<file path="src/rtl/gpr_read_sequencer_pkg.sv">
// Shared GPR geometry, data types and FSM encoding for the operand-read sequencer.
// Every file in this block imports these definitions instead of declaring its own.
package gpr_read_sequencer_pkg;

  localparam int NUM_THREADS = 4;
  localparam int NUM_WARPS   = 4;
  localparam int NUM_REGS    = 64;
  localparam int DATAW       = 32;

  localparam int NW_BITS   = $clog2(NUM_WARPS);
  localparam int NR_BITS   = $clog2(NUM_REGS);
  localparam int GPR_AW    = NW_BITS + NR_BITS;
  localparam int GPR_DEPTH = NUM_WARPS * NUM_REGS;
  localparam int VEC_W     = NUM_THREADS * DATAW;

  typedef logic [NW_BITS-1:0]     wid_t;
  typedef logic [NR_BITS-1:0]     reg_id_t;
  typedef logic [GPR_AW-1:0]      gpr_addr_t;
  typedef logic [NUM_THREADS-1:0] tmask_t;
  typedef logic [DATAW-1:0]       lane_t;
  typedef logic [VEC_W-1:0]       vec_t;

  typedef enum logic [1:0] {
    S_IDLE,
    S_RD_A,
    S_RD_B,
    S_HOLD
  } seq_state_e;

  // Request fields that must survive past the accept cycle.
  typedef struct packed {
    wid_t    wid;
    reg_id_t rs3;
    logic    use_rs3;
  } req_ctx_t;

  function automatic gpr_addr_t gpr_addr(wid_t wid, reg_id_t rs);
    return {wid, rs};
  endfunction

endpackage

</file>
<file path="src/rtl/gpr_read_sequencer_if.sv">
// Issue-side request, GPR RAM read ports, writeback snoop and dispatch-side response.
// The sequencer uses the slave view; the surrounding core uses the master view.
interface gpr_read_sequencer_if;
  import gpr_read_sequencer_pkg::*;

  logic      req_valid;
  logic      req_ready;
  wid_t      req_wid;
  reg_id_t   req_rs1;
  reg_id_t   req_rs2;
  reg_id_t   req_rs3;
  logic      req_use_rs3;

  gpr_addr_t gpr_raddr1;
  gpr_addr_t gpr_raddr2;
  vec_t      gpr_rdata1;
  vec_t      gpr_rdata2;

  logic      wb_valid;
  wid_t      wb_wid;
  reg_id_t   wb_rd;
  tmask_t    wb_tmask;
  vec_t      wb_data;

  logic      rsp_valid;
  logic      rsp_ready;
  wid_t      rsp_wid;
  vec_t      rsp_rs1_data;
  vec_t      rsp_rs2_data;
  vec_t      rsp_rs3_data;

  modport slave (
    input  req_valid, req_wid, req_rs1, req_rs2, req_rs3, req_use_rs3,
    output req_ready,
    output gpr_raddr1, gpr_raddr2,
    input  gpr_rdata1, gpr_rdata2,
    input  wb_valid, wb_wid, wb_rd, wb_tmask, wb_data,
    output rsp_valid, rsp_wid, rsp_rs1_data, rsp_rs2_data, rsp_rs3_data,
    input  rsp_ready
  );

  modport master (
    output req_valid, req_wid, req_rs1, req_rs2, req_rs3, req_use_rs3,
    input  req_ready,
    input  gpr_raddr1, gpr_raddr2,
    output gpr_rdata1, gpr_rdata2,
    output wb_valid, wb_wid, wb_rd, wb_tmask, wb_data,
    input  rsp_valid, rsp_wid, rsp_rs1_data, rsp_rs2_data, rsp_rs3_data,
    output rsp_ready
  );

endinterface

</file>
<file path="src/rtl/gpr_read_sequencer_fwd_merge.sv">
// One read port's writeback bypass: snoop the writeback while the address is on the RAM,
// then overlay the snooped lanes onto the read-first RAM data the following cycle.
module gpr_fwd_merge
  import gpr_read_sequencer_pkg::*;
(
  input  logic      clk,
  input  logic      reset,
  input  logic      i_addr_valid,
  input  gpr_addr_t i_addr,
  input  logic      i_wb_valid,
  input  wid_t      i_wb_wid,
  input  reg_id_t   i_wb_rd,
  input  tmask_t    i_wb_tmask,
  input  vec_t      i_wb_data,
  input  vec_t      i_rdata,
  output vec_t      o_data
);

  logic   w_hit;
  tmask_t r_tmask;
  vec_t   r_data;

  // r0 is never bypassed: its reads return whatever the RAM holds.
  assign w_hit = i_addr_valid && i_wb_valid && (i_wb_rd != '0)
              && (gpr_addr(i_wb_wid, i_wb_rd) == i_addr);

  // NOTE: registers use non-blocking assignments so every flop samples pre-edge values.
  always_ff @(posedge clk) begin
    if (!reset) begin
      r_tmask <= '0;
      r_data  <= '0;
    end else begin
      r_tmask <= w_hit ? i_wb_tmask : '0;
      if (w_hit) begin
        r_data <= i_wb_data;
      end
    end
  end

  // NOTE: the output gets a full default before any lane override, so no latch is inferred.
  always_comb begin
    o_data = i_rdata;
    for (int l = 0; l < NUM_THREADS; l++) begin
      if (r_tmask[l]) begin
        o_data[l*DATAW +: DATAW] = r_data[l*DATAW +: DATAW];
      end
    end
  end

endmodule

</file>
<file path="src/rtl/gpr_read_sequencer.sv">
// Sequences one operand-read request onto two synchronous GPR read ports (rs3 takes a
// second cycle on port 1), merges same-cycle writebacks and holds results for dispatch.
module gpr_read_sequencer
  import gpr_read_sequencer_pkg::*;
(
  input logic                 clk,
  input logic                 reset,
  gpr_read_sequencer_if.slave bus
);

  seq_state_e r_state;
  req_ctx_t   r_ctx;
  logic       r_rsp_valid;
  vec_t       r_rs1;
  vec_t       r_rs2;
  vec_t       r_rs3;

  logic      w_req_ready;
  logic      w_accept;
  logic      w_rd1_valid;
  logic      w_rd2_valid;
  gpr_addr_t w_raddr1;
  gpr_addr_t w_raddr2;
  vec_t      w_op1;
  vec_t      w_op2;
  req_ctx_t  w_req_ctx;

  // A held response may be replaced in the same cycle the consumer takes it.
  assign w_req_ready = (r_state == S_IDLE) || ((r_state == S_HOLD) && bus.rsp_ready);
  assign w_accept    = bus.req_valid && w_req_ready;
  assign w_req_ctx   = '{wid: bus.req_wid, rs3: bus.req_rs3, use_rs3: bus.req_use_rs3};

  always_comb begin
    w_rd1_valid = 1'b0;
    w_rd2_valid = 1'b0;
    w_raddr1    = '0;
    w_raddr2    = '0;
    if (w_accept) begin
      w_rd1_valid = 1'b1;
      w_rd2_valid = 1'b1;
      w_raddr1    = gpr_addr(bus.req_wid, bus.req_rs1);
      w_raddr2    = gpr_addr(bus.req_wid, bus.req_rs2);
    end else if ((r_state == S_RD_A) && r_ctx.use_rs3) begin
      w_rd1_valid = 1'b1;
      w_raddr1    = gpr_addr(r_ctx.wid, r_ctx.rs3);
    end
  end

  gpr_fwd_merge u_fwd1 (
    .clk          (clk),
    .reset        (reset),
    .i_addr_valid (w_rd1_valid),
    .i_addr       (w_raddr1),
    .i_wb_valid   (bus.wb_valid),
    .i_wb_wid     (bus.wb_wid),
    .i_wb_rd      (bus.wb_rd),
    .i_wb_tmask   (bus.wb_tmask),
    .i_wb_data    (bus.wb_data),
    .i_rdata      (bus.gpr_rdata1),
    .o_data       (w_op1)
  );

  gpr_fwd_merge u_fwd2 (
    .clk          (clk),
    .reset        (reset),
    .i_addr_valid (w_rd2_valid),
    .i_addr       (w_raddr2),
    .i_wb_valid   (bus.wb_valid),
    .i_wb_wid     (bus.wb_wid),
    .i_wb_rd      (bus.wb_rd),
    .i_wb_tmask   (bus.wb_tmask),
    .i_wb_data    (bus.wb_data),
    .i_rdata      (bus.gpr_rdata2),
    .o_data       (w_op2)
  );

  always_ff @(posedge clk) begin
    if (!reset) begin
      r_state     <= S_IDLE;
      r_ctx       <= '0;
      r_rsp_valid <= 1'b0;
      r_rs1       <= '0;
      r_rs2       <= '0;
      r_rs3       <= '0;
    end else begin
      if (w_accept) begin
        r_ctx <= w_req_ctx;
      end
      case (r_state)
        S_IDLE: begin
          if (w_accept) begin
            r_state <= S_RD_A;
          end
        end
        S_RD_A: begin
          r_rs1 <= w_op1;
          r_rs2 <= w_op2;
          if (r_ctx.use_rs3) begin
            r_state <= S_RD_B;
          end else begin
            r_rs3       <= '0;
            r_rsp_valid <= 1'b1;
            r_state     <= S_HOLD;
          end
        end
        S_RD_B: begin
          r_rs3       <= w_op1;
          r_rsp_valid <= 1'b1;
          r_state     <= S_HOLD;
        end
        S_HOLD: begin
          if (bus.rsp_ready) begin
            r_rsp_valid <= 1'b0;
            r_state     <= bus.req_valid ? S_RD_A : S_IDLE;
          end
        end
        default: begin
          r_rsp_valid <= 1'b0;
          r_state     <= S_IDLE;
        end
      endcase
    end
  end

  assign bus.req_ready    = w_req_ready;
  assign bus.gpr_raddr1   = w_raddr1;
  assign bus.gpr_raddr2   = w_raddr2;
  assign bus.rsp_valid    = r_rsp_valid;
  assign bus.rsp_wid      = r_ctx.wid;
  assign bus.rsp_rs1_data = r_rs1;
  assign bus.rsp_rs2_data = r_rs2;
  assign bus.rsp_rs3_data = r_rs3;

endmodule

</file>
<file path="src/flat_wrapper.sv">
// flat-port wrapper written by rule: the top's interface ports become plain ports
module gpr_read_sequencer_flat import gpr_read_sequencer_pkg::*;
  (clk, reset, bus_req_valid, bus_req_wid, bus_req_rs1, bus_req_rs2, bus_req_rs3, bus_req_use_rs3, bus_req_ready, bus_gpr_raddr1, bus_gpr_raddr2, bus_gpr_rdata1, bus_gpr_rdata2, bus_wb_valid, bus_wb_wid, bus_wb_rd, bus_wb_tmask, bus_wb_data, bus_rsp_valid, bus_rsp_wid, bus_rsp_rs1_data, bus_rsp_rs2_data, bus_rsp_rs3_data, bus_rsp_ready);
  gpr_read_sequencer_if bus_i ();
  input logic clk;
  input logic reset;
  input wire logic [$bits(bus_i.req_valid)-1:0] bus_req_valid;
  input wire logic [$bits(bus_i.req_wid)-1:0] bus_req_wid;
  input wire logic [$bits(bus_i.req_rs1)-1:0] bus_req_rs1;
  input wire logic [$bits(bus_i.req_rs2)-1:0] bus_req_rs2;
  input wire logic [$bits(bus_i.req_rs3)-1:0] bus_req_rs3;
  input wire logic [$bits(bus_i.req_use_rs3)-1:0] bus_req_use_rs3;
  output wire logic [$bits(bus_i.req_ready)-1:0] bus_req_ready;
  output wire logic [$bits(bus_i.gpr_raddr1)-1:0] bus_gpr_raddr1;
  output wire logic [$bits(bus_i.gpr_raddr2)-1:0] bus_gpr_raddr2;
  input wire logic [$bits(bus_i.gpr_rdata1)-1:0] bus_gpr_rdata1;
  input wire logic [$bits(bus_i.gpr_rdata2)-1:0] bus_gpr_rdata2;
  input wire logic [$bits(bus_i.wb_valid)-1:0] bus_wb_valid;
  input wire logic [$bits(bus_i.wb_wid)-1:0] bus_wb_wid;
  input wire logic [$bits(bus_i.wb_rd)-1:0] bus_wb_rd;
  input wire logic [$bits(bus_i.wb_tmask)-1:0] bus_wb_tmask;
  input wire logic [$bits(bus_i.wb_data)-1:0] bus_wb_data;
  output wire logic [$bits(bus_i.rsp_valid)-1:0] bus_rsp_valid;
  output wire logic [$bits(bus_i.rsp_wid)-1:0] bus_rsp_wid;
  output wire logic [$bits(bus_i.rsp_rs1_data)-1:0] bus_rsp_rs1_data;
  output wire logic [$bits(bus_i.rsp_rs2_data)-1:0] bus_rsp_rs2_data;
  output wire logic [$bits(bus_i.rsp_rs3_data)-1:0] bus_rsp_rs3_data;
  input wire logic [$bits(bus_i.rsp_ready)-1:0] bus_rsp_ready;
  assign bus_i.req_valid = bus_req_valid;
  assign bus_i.req_wid = bus_req_wid;
  assign bus_i.req_rs1 = bus_req_rs1;
  assign bus_i.req_rs2 = bus_req_rs2;
  assign bus_i.req_rs3 = bus_req_rs3;
  assign bus_i.req_use_rs3 = bus_req_use_rs3;
  assign bus_req_ready = bus_i.req_ready;
  assign bus_gpr_raddr1 = bus_i.gpr_raddr1;
  assign bus_gpr_raddr2 = bus_i.gpr_raddr2;
  assign bus_i.gpr_rdata1 = bus_gpr_rdata1;
  assign bus_i.gpr_rdata2 = bus_gpr_rdata2;
  assign bus_i.wb_valid = bus_wb_valid;
  assign bus_i.wb_wid = bus_wb_wid;
  assign bus_i.wb_rd = bus_wb_rd;
  assign bus_i.wb_tmask = bus_wb_tmask;
  assign bus_i.wb_data = bus_wb_data;
  assign bus_rsp_valid = bus_i.rsp_valid;
  assign bus_rsp_wid = bus_i.rsp_wid;
  assign bus_rsp_rs1_data = bus_i.rsp_rs1_data;
  assign bus_rsp_rs2_data = bus_i.rsp_rs2_data;
  assign bus_rsp_rs3_data = bus_i.rsp_rs3_data;
  assign bus_i.rsp_ready = bus_rsp_ready;
  gpr_read_sequencer u_core (.clk(clk), .reset(reset), .bus(bus_i));
endmodule
</file>
<file path="config.mk">
export PLATFORM = sky130hd
export DESIGN_NAME = gpr_read_sequencer_flat
export DESIGN_NICKNAME = d
export VERILOG_FILES = /design/src/rtl/gpr_read_sequencer_pkg.sv /design/src/rtl/gpr_read_sequencer_if.sv /design/src/rtl/gpr_read_sequencer_fwd_merge.sv /design/src/rtl/gpr_read_sequencer.sv /design/src/flat_wrapper.sv
export SDC_FILE = /design/constraint.sdc
export NUM_CORES = 1
export LEC_CHECK = 0
export ABC_AREA = 1
export CAP_MARGIN = 5
export CORE_AREA = 4 4 316 318
export CTS_BUF_LIST = sky130_fd_sc_hd__clkbuf_2 sky130_fd_sc_hd__clkbuf_4 sky130_fd_sc_hd__clkbuf_8
export DETAILED_ROUTE_END_ITERATION = 10
export DIE_AREA = 0 0 320 322
export GPL_ROUTABILITY_DRIVEN = 0
export MAX_ROUTING_LAYER = met4
export PLACE_DENSITY = 0.5
export SLEW_MARGIN = 20
export SYNTH_ARGS = -nofsm -noshare
export SYNTH_HDL_FRONTEND = slang
export SYNTH_SLANG_ARGS = --single-unit
</file>
<file path="constraint.sdc">
create_clock -name clk -period 4.2 [get_ports clk]
set_input_delay 0.84 -clock clk [delete_from_list [all_inputs] [get_ports clk]]
set_output_delay 0.84 -clock clk [all_outputs]
set_load 0.005 [all_outputs]
</file>
==> summary.md, run 1 <==
| Metric | Value |
|---|---|
| RSZ-0062 raised after global routing | no |
| Placed cells | between 5,000 and 6,000 |
| Area growth, synth to finish | 42.8% |
| Post-Syn Nets | 4,396 |
| Initial core utilization | between 20 and 30% |
| Fin Clk Skew | ~37 ps |
| Post-Syn Instances | 3,969 |
| Total GRT Usage | 23.2% |
| Total gr overflow | 0 |
| Hold path startpoint | u_core.r_ctx[4] |
| Antenna violations before repair | 26 |
| Area of the multi-input gates | approximately 12,000 um2 |
| Mapped Area | about 28,000 um2 |
| Commonest non-fill, non-tap cell in the layout | clkdlybuf4s50_1 |
| Worst Max-Slew Pin Slew | ~1100 ps |
| Critical Path End | bus_gpr_raddr1[7] |
| Share of layout cells above drive strength 1 | under 10% |
| Core box area | around 97,000 um2 |
| Final Non-Filler Cells | ~6,100 |
| Crit path cell chain | inv_1, ha_4, nand2_1, inv_1, nand2_1, nand2_1, nand2_1, inv_1, clkdlybuf4s50_1 |
| Vias in the first global route | between 20,000 and 30,000 |
| DP HPWL | around 84 mm |
| Root Driver | clkbuf_8 |
| Critical Path Most Common Cell | nand2_1 |
| Status | completed |
| Die H | 322 um |
| Worst-path clk slew | 60 ps |
| Compound-Gate Fraction of Synth Area | between 10% and 20% |
| Leak Pwr | between 15 and 20 nW |
| DP Area | roughly 38,000 um2 |
| Largest family of logic cells by synthesized area | simple AND/OR/NAND/NOR gates |
| Max cap viols | 0 |
| FF-to-FF setup slack | 1050 ps |
| Critical Path Stages | 9 |
| Final wirelength | ~120 mm |
| Data required time of the critical path | 3360 ps |
| Setup TNS | 0 ps |
| Area share of and/or/nand/nor cells after synthesis | 22.9% |
| Std-Cell Rows | between 100 and 150 |
| Final count of pins violating max slew | 0 |
| Via density | approximately 4.5 |
| Worst reg2reg startpoint | u_core.r_state[1] |
| Fin. Hold Viols | 0 |
| #FFs+latches synth | 660 |
| Cells on worst reg2reg path | 15 |
| Final net count | a little over 5,000 |
| Detailed Routing Iterations Pass 1 | 7 |
| Post-route design area | approximately 40,000 um2 |
| Arrival time worst endpoint | 3100 ps |
| Final worst slack | 262 ps |
| Clock tree from TritonCTS | yes |
| ANT nets after route | 0 |
| WP buf/inv | 4 |
| Post-CTS sizing | 0 |
| Crit-path max FO | 7 |
| Synth Area in XOR/XNOR | less than 1% |
| # DRC | 0 |
| Synth cell types | 26 |
| R2r endpoint | u_core.u_fwd1.r_data[9] |
| Worst-skew pair later-pin latency | slightly above 800 ps |
| Most frequent cells in the layout | clkdlybuf4s50_1 (824), nor2_1 (799), nand2_1 (700) |
| Total number of yosys warnings | 0 |
| Startpoint types | flip-flop |
| CP delay by family, top | buffers and inverters |
| CP endpoint kind | output pin |
| Die area | a little over 100,000 um2 |
| Critical path class | reg -> out |
| CP max stage cell | clkdlybuf4s50_1 |
| Tcrit/Tclk final | around 94% |
| TritonCTS Buffers | 131 |
| Hold WC Path Type | reg -> reg |
| Slew headroom | between 20% and 30% |
| Mean Syn Cell Area | 7.12 um2 |
| Largest net degree at the start of global routing | 181 |
| FF/Latch Area | 13,200 um2 |
| Die width | 320 um |
| Setup bufs post-CTS | 0 |
| Clock sinks | 660 |
| Final setup fails | 0 |
| Via count | roughly 27,000 |
| Dpl ws | roughly 630 ps |
| Post-synth EDFFs | 0 |
| Min Tclk post-route | ~3900 ps |
| Post-synthesis mux area share | roughly 5.1% |
| Post-Synth Adder-Cell Area | less than 1% |
| CP Launch Point | u_core.r_state[1] |
| Hold_ws | roughly 460 ps |
| Fill cells | between 10,000 and 15,000 |
| Maximum VDD drop | around 0.00042 V |
| Sequential area share after synthesis | roughly 47% |
| CP max stage delay | ~530 ps |
| Post-CTS Hold Buffers | 0 |
| CTS max path bufs | 3 |
| Power density over cell area | approximately 570 nW/um2 |
| Initial drt markers | roughly 1,900 |
| Top_reg_cell synth | dfxtp_1 |
| Wire per inst | around 20 um |
| Fmax | between 0.2 and 0.3 GHz |
| Asr flop ratio synth | 0% |
| I/O Buffers | slightly above 800 |
| Hold path depth | 2 |
| I/O pin total | 826 |
| CTS H-tree depth | 4 |
| First-pass GRT wire length | about 180 mm |
==> flip-flops by register name (all words and copies together), names as in the netlist <==
name / count
u_core.u_fwd2.r_tmask: 4
u_core.u_fwd1.r_tmask: 4
u_core.bus.rsp_rs2_data: 128
u_core.r_ctx: 7
u_core.r_state: 2
u_core.bus.rsp_valid: 1
u_core.bus.rsp_wid: 2
u_core.bus.rsp_rs1_data: 128
u_core.u_fwd1.r_data: 128
u_core.u_fwd2.r_data: 128
u_core.bus.rsp_rs3_data: 128
==> cell usage after synthesis, types with 5 or more instances <==
library cell | number | area, um2
inv_1 | 560 | 2100
ha_1 | 5 | 62.6
nand3_1 | 151 | 756
buf_4 | 14 | 105
mux2_2 | 128 | 1440
dfxtp_1 | 660 | 13200
o211ai_1 | 128 | 961
buf_2 | 48 | 240
a21oi_1 | 267 | 1340
clkbuf_1 | 164 | 616
inv_2 | 6 | 22.5
nand2_1 | 701 | 2630
buf_6 | 14 | 158
nor2_1 | 803 | 3010
buf_1 | 35 | 131
o21ai_0 | 270 | 1350
==> layer usage <==
layer / GRT usage, % / vias up / wire (um)
met1: 27.2 / 12400 / 50900
li1: - / 13800 / -
met4: 7.56 / 0 / 2930
met5: - / - / 0
met3: 6.47 / 160 / 7740
met2: 38.5 / 759 / 59200
==> worst min path at each step <==
stage	endpoint	slack [ps]
2_1_floorplan	u_core.r_ctx[2]	430
3_3_place_gp	u_core.r_ctx[5]	440
5_1_grt	u_core.u_fwd1.r_data[13]	420
3_5_place_dp	u_core.r_ctx[4]	450
4_1_cts	u_core.u_fwd2.r_data[17]	380
6_report	u_core.r_ctx[4]	460
==> power breakdown <==
group          switching, W  internal [W]  total [W]  leakage (nW)
registers          0.000666       0.00753    0.00820          5.38
clock network       0.00293       0.00396    0.00689          1.46
logic               0.00421       0.00370    0.00791          11.3
==> worst min-delay path, cell delays in order (launching register included) <==
cell and delay, ps:
dfxtp_1 300, inv_1 60, a21oi_1 50
==> cell type report <==
type | count | share of cell area, %
sequential | 660 | 32.8
multi-input combinational | 2468 | 29.1
timing repair buffer | 869 | 21.9
clock buffer | 212 | 6.44
inverter | 566 | 5.31
tap | 1276 | 3.96
clock inverter | 17 | 0.350
antenna | 25 | 0.155
==> metrics by stage <==
step / power (W) / utilization (%)
finish: 0.0230 / 41.8
global route: 0.0244 / 41.8
CTS: 0.0234 / 41.7
detailed placement: 0.0163 / 38.9
global placement: 0.0163 / 38.9
floorplan: 0.0116 / -
==> kinds of logic after synthesis <==
family / Yosys count
simple gates: 1664
buf+inv: 841
compound gates: 668
flops: 660
mux: 128
fa+ha+maj: 5
xor+xnor: 3
Power figures use the tool's default switching activity.
==> inputs of run 2 (changes only) <==
--- a/config.mk
+++ b/config.mk
@@ -7,13 +7,13 @@
 export LEC_CHECK = 0
 export ABC_AREA = 1
 export CAP_MARGIN = 5
-export CORE_AREA = 4 4 316 318
+export CORE_AREA = 2 2 323 325
 export CTS_BUF_LIST = sky130_fd_sc_hd__clkbuf_2 sky130_fd_sc_hd__clkbuf_4 sky130_fd_sc_hd__clkbuf_8
 export DETAILED_ROUTE_END_ITERATION = 10
-export DIE_AREA = 0 0 320 322
+export DIE_AREA = 0 0 325 327
 export GPL_ROUTABILITY_DRIVEN = 0
 export MAX_ROUTING_LAYER = met4
-export PLACE_DENSITY = 0.5
+export PLACE_DENSITY = 0.47
 export SLEW_MARGIN = 20
 export SYNTH_ARGS = -nofsm -noshare
 export SYNTH_HDL_FRONTEND = slang
==> run 2 against run 1 <==
Net effect: sequential power hardly changed; clock-buffer cell count is 6 lower; largest power group unchanged; critical endpoint is now bus_gpr_raddr1[6]; flip-flop and latch count stayed put; register-to-register slack better by 270 ps; hold slack better by 2.5 ps; power is 0.12% lower; final cell count is 1.5% higher.
==> summary.md, run 2 (synthesis results as in run 1) <==
| Metric | Value |
|---|---|
| Status | completed |
| Total GRT Usage | 22.9% |
| Startpoint types | flip-flop |
| I/O pin total | about 830 |
| Crit path cell chain | inv_1, ha_1, inv_1, nand2_1, buf_4, nand3b_1, nand2_1, inv_1, clkdlybuf4s50_1 |
| FF-to-FF setup slack | between 1000 and 1500 ps |
| CTS H-tree depth | 4 |
| Maximum VDD drop | between 0.0004 and 0.0005 V |
| TritonCTS Buffers | ~130 |
| Fin. Hold Viols | 0 |
| Setup TNS | 0 ps |
| Area growth, synth to finish | 43.0% |
| DP HPWL | ~84 mm |
| Largest net degree at the start of global routing | approximately 150 |
| Initial drt markers | roughly 1,700 |
| RSZ-0062 raised after global routing | no |
| # DRC | 0 |
| Leak Pwr | roughly 18 nW |
| CP max stage delay | 680 ps |
| Final setup fails | 0 |
| Hold Path End | u_core.r_ctx[5] |
| Commonest non-fill, non-tap cell in the layout | clkdlybuf4s50_1 |
| Root Driver | clkbuf_8 |
| DP Area | 37,700 um2 |
| Hold WC Path Type | reg -> reg |
| Std-Cell Rows | about 120 |
| Worst reg2reg startpoint | u_core.r_state[0] |
| CTS max path bufs | 3 |
| Worst Max-Slew Pin Slew | about 1100 ps |
| Max cap viols | 0 |
| Min Tclk post-route | around 3700 ps |
| Die H | 327 um |
| Fin Clk Skew | 49.2 ps |
| Vias in the first global route | between 20,000 and 30,000 |
| Via count | roughly 27,000 |
| Most frequent cells in the layout | clkdlybuf4s50_1 (824), nor2_1 (799), nand2_1 (700) |
| Die area | roughly 110,000 um2 |
| Post-CTS Hold Buffers | 0 |
| Share of layout cells above drive strength 1 | under 10% |
| Detailed Routing Iterations Pass 1 | 5 |
| Worst-path clk slew | 60 ps |
| CP endpoint kind | output pin |
| Cells on worst reg2reg path | 16 |
| Final net count | 5,126 |
| Final wirelength | 122 mm |
| Via density | approximately 4.4 |
| Die width | 325 um |
| DR WL met3 | slightly above 7 mm |
| Final count of pins violating max slew | 0 |
| Fill cells | between 10,000 and 15,000 |
| R2r endpoint | u_core.u_fwd1.r_data[124] |
| Initial core utilization | between 20% and 30% |
| Met1 WL | 52.5 mm |
| ANT nets after route | 0 |
| Hold path startpoint | u_core.r_ctx[5] |
| Post-route design area | 40,400 um2 |
| Setup bufs post-CTS | 0 |
| Hold path depth | 2 |
| Total gr overflow | 0 |
| Crit-path max FO | 12 |
| Slew headroom | ~27% |
| Fmax | 0.269 GHz |
| Antenna violations before repair | 32 |
| Wire per inst | approximately 20 um |
| Core box area | 103,000 um2 |
| Met2 WL | between 50 and 60 mm |
| Worst-skew pair later-pin latency | approximately 820 ps |
| Post-CTS sizing | 0 |
| First-pass GRT wire length | approximately 180 mm |
| Critical path class | reg -> out |
| Critical Path Most Common Cell | inv_1 |
| Top sig layer | met4 |
| Tcrit/Tclk final | 88.5% |
| Clock sinks | between 600 and 700 |
| Data required time of the critical path | about 3400 ps |
| Clock tree from TritonCTS | yes |
| Arrival time worst endpoint | ~2900 ps |
| Power density over cell area | 569 nW/um2 |
| CP max stage cell | clkdlybuf4s50_1 |
| I/O Buffers | approximately 830 |
-- run 2: cell types whose count changed in the layout (fill, tap and decap cells not counted), sizes merged --
cell      change
buf           +1
clkinv        -7
diode         +3
inv           -1
clkbuf        -6
clkinvlp      -1
-- run 2: critical path, delay by kind of cell, from the launching register on --
kind / cells / cell delay, ps
and+or+nand+nor: 3 / 350
buffers and inverters: 5 / 1120
DFF: 1 / 410
adders and majority gates: 1 / 210
-- run 2: final cells by class --
| type | instances | area, um2 | area share [%] |
|---|---|---|---|
| Sequential cell | 660 | 13200 | 32.7 |
| Multi-Input combinational cell | 2468 | 11700 | 29.0 |
| Timing Repair Buffer | 870 | 8840 | 21.9 |
| Clock buffer | 206 | 2580 | 6.40 |
| Inverter | 566 | 2140 | 5.30 |
| Tap cell | 1380 | 1730 | 4.27 |
| Clock inverter | 8 | 91.3 | 0.226 |
| Antenna cell | 28 | 70.1 | 0.173 |
-- run 2: worst max path at each step --
stage	from	to	slack, ps	cells past startpoint
floorplan	bus_rsp_ready	bus_gpr_raddr2[2]	1720	7
global placement	bus_req_valid	bus_gpr_raddr1[0]	610	7
detailed placement	bus_rsp_ready	bus_gpr_raddr1[0]	600	9
CTS	u_core.r_state[0]	bus_gpr_raddr1[6]	360	9
global route	u_core.r_state[0]	bus_gpr_raddr2[0]	280	7
finish	u_core.r_state[0]	bus_gpr_raddr1[6]	480	9
-- run 2: power by group --
part	switching, W	internal [W]
clock	0.00293	0.00393
combinational	0.00422	0.00368
sequential	0.000676	0.00753
total	0.00783	0.0151
-- run 2: per-stage QoR --
stage	total power (W)	std cells	hold slack, ps	util (%)	setup WS (ps)
3_3_place_gp	0.0163	5944	445	36.6	612
2_1_floorplan	0.0116	3969	430	-	1720
4_1_cts	0.0234	6158	384	39.2	361
6_report	0.0230	6186	461	39.3	482
5_1_grt	0.0243	6185	436	39.3	276
3_5_place_dp	0.0163	5944	451	36.6	599
-- run 2: routing by layer --
layer	GRT usage, %	up-vias
li1	-	13800
met1	27.2	12600
met2	37.3	741
met3	5.62	170
met4	8.55	0
met5	-	-
==> inputs of run 3 (changes only) <==
==> constraint.sdc (replaced) <==
create_clock -name clk -period 4.2 [get_ports clk]
set_input_delay 0.63 -clock clk [delete_from_list [all_inputs] [get_ports clk]]
set_output_delay 0.63 -clock clk [all_outputs]
set_load 0.005 [all_outputs]
==> run 3 against run 2 <==
Net effect: flip-flop and latch count unchanged; register-to-register slack lost 230 ps; final cell count up 0.50%; critical endpoint is now bus_gpr_raddr1[2]; largest power group unchanged.
==> summary.md, run 3 (synthesis results as in run 1) <==
| Metric | Value |
|---|---|
| Status | completed |
| Final setup fails | 0 |
| CP delay by family, top | buffers and inverters |
| # DRC | 0 |
| Setup TNS | 0 ps |
| FF/Latch Area | 13,200 um2 |
| Post-CTS sizing | 0 |
| Post-CTS Hold Buffers | 0 |
| Root Driver | clkbuf_8 |
| Tcrit/Tclk final | between 90 and 100% |
| TritonCTS Buffers | 120 |
| Initial core utilization | 27.5% |
| Startpoint types | flip-flop |
| Detailed Routing Iterations Pass 1 | 8 |
| Commonest non-fill, non-tap cell in the layout | clkdlybuf4s50_1 |
| CP max stage cell | clkdlybuf4s50_1 |
| Core box area | about 100,000 um2 |
| Crit path cell chain | inv_1, ha_1, inv_1, nand2_1, nand2_2, buf_4, nand2_1, nand2_1, clkdlybuf4s50_1 |
| DP Area | roughly 38,000 um2 |
| Final worst slack | around 330 ps |
| DP HPWL | ~84 mm |
| Worst-skew pair later-pin latency | approximately 800 ps |
| CTS H-tree depth | 3 |
| Clock tree from TritonCTS | yes |
| Area growth, synth to finish | 43.1% |
| Power density over cell area | between 500 and 600 nW/um2 |
| First-pass GRT wire length | approximately 180 mm |
| CP endpoint kind | output pin |
| Most frequent cells in the layout | clkdlybuf4s50_1 (824), nor2_1 (799), nand2_1 (700) |
| Crit-path max FO | 22 |
| Final wirelength | 121 mm |
| Max cap viols | 0 |
| CP max stage delay | about 570 ps |
| Arrival time worst endpoint | 3240 ps |
| WP buf/inv | 4 |
| Std-Cell Rows | about 120 |
| Die width | roughly 330 um |
| Vias in the first global route | about 26,000 |
| Hold WC Path Type | in -> reg |
| Die H | ~330 um |
| Die area | ~110,000 um2 |
| Fin Clk Skew | around 48 ps |
| Share of layout cells above drive strength 1 | 8.73% |
| Clock sinks | 660 |
| Fin. Hold Viols | 0 |
| Total gr overflow | 0 |
| Critical Path Most Common Cell | nand2_1 |
| Final net count | 5,111 |
| RSZ-0062 raised after global routing | no |
| Final count of pins violating max slew | 0 |
| Fill cells | about 11,000 |
| Worst Max-Slew Pin Slew | 1120 ps |
| Dpl ws | 640 ps |
| Slew headroom | about 25% |
| Total GRT Usage | around 23% |
| Critical path class | reg -> out |
| Fmax | roughly 0.26 GHz |
| Min Tclk post-route | ~3900 ps |
| I/O pin total | about 830 |
| Initial drt markers | approximately 1,600 |
| Post-route design area | 40,400 um2 |
| Setup bufs post-CTS | 0 |
| Data required time of the critical path | around 3600 ps |
| ANT nets after route | 0 |
| Maximum VDD drop | just under 0.0004 V |
| Via count | about 27,000 |
| Leak Pwr | ~18 nW |
| Wire per inst | slightly below 20 um |
| Area of the multi-input gates | around 12,000 um2 |
| Worst-path clk slew | 60 ps |
| Antenna violations before repair | 52 |
| Via density | 4.35 |
| I/O Buffers | 825 |
| CTS max path bufs | 3 |
| Largest net degree at the start of global routing | around 150 |
[run 3: cell count changes in the layout (fill, tap and decap cells not counted), sizes merged]
cell	delta
buf	-2
bufinv	+1
clkinv	+10
clkinvlp	+1
diode	+22
inv	-1
[run 3: per-layer routing]
layer,global-route usage (%),up-vias,share of wire (%)
li1,-,13800,-
met1,27.0,12300,43
met2,36.8,704,48
met3,5.63,171,6.1
met4,8.75,0,2.7
met5,-,-,0
[run 3: worst min-delay path: cells and delay by family]
kind,cells,cell delay [ps]
and+or+nand+nor,2,170
buffers and inverters,1,190
[run 3: layout make-up]
cell class / instances / area share (%)
repair buffers: 868 / 21.8
multi-input cells: 2468 / 29.0
flip-flops and latches: 660 / 32.7
diodes: 50 / 0.309
clock buffers: 206 / 6.19
clock inverters: 19 / 0.412
well taps: 1380 / 4.27
inverters: 566 / 5.29
[run 3: per-stage QoR]
stage / instances / util, % / hold WS, ps / total power (W)
6_report: 6217 / 39.3 / 315 / 0.0228
5_1_grt: 6214 / 39.3 / 301 / 0.0242
4_1_cts: 6167 / 39.2 / 239 / 0.0232
3_5_place_dp: 5942 / 36.6 / 451 / 0.0163
3_3_place_gp: 5942 / 36.6 / 444 / 0.0163
2_1_floorplan: 3969 / - / 430 / 0.0116
[run 3: report_power, final]
part,internal (W),switching [W],total (W)
sequential,0.00753,0.000668,0.00820
clock,0.00385,0.00290,0.00675
combinational,0.00370,0.00420,0.00790
[run 3: worst paths after layout]
check                                           endpoint  cells after the start         startpoint  slack (ps)
worst max-delay path                   bus_gpr_raddr1[2]                      9  u_core.r_state[0]         330
worst min-delay path            u_core.u_fwd1.r_data[42]                      3              reset         310
worst max register to register  u_core.u_fwd1.r_data[54]                     14  u_core.r_state[1]        1090
worst min register to register           u_core.r_ctx[4]                      2    u_core.r_ctx[4]         460
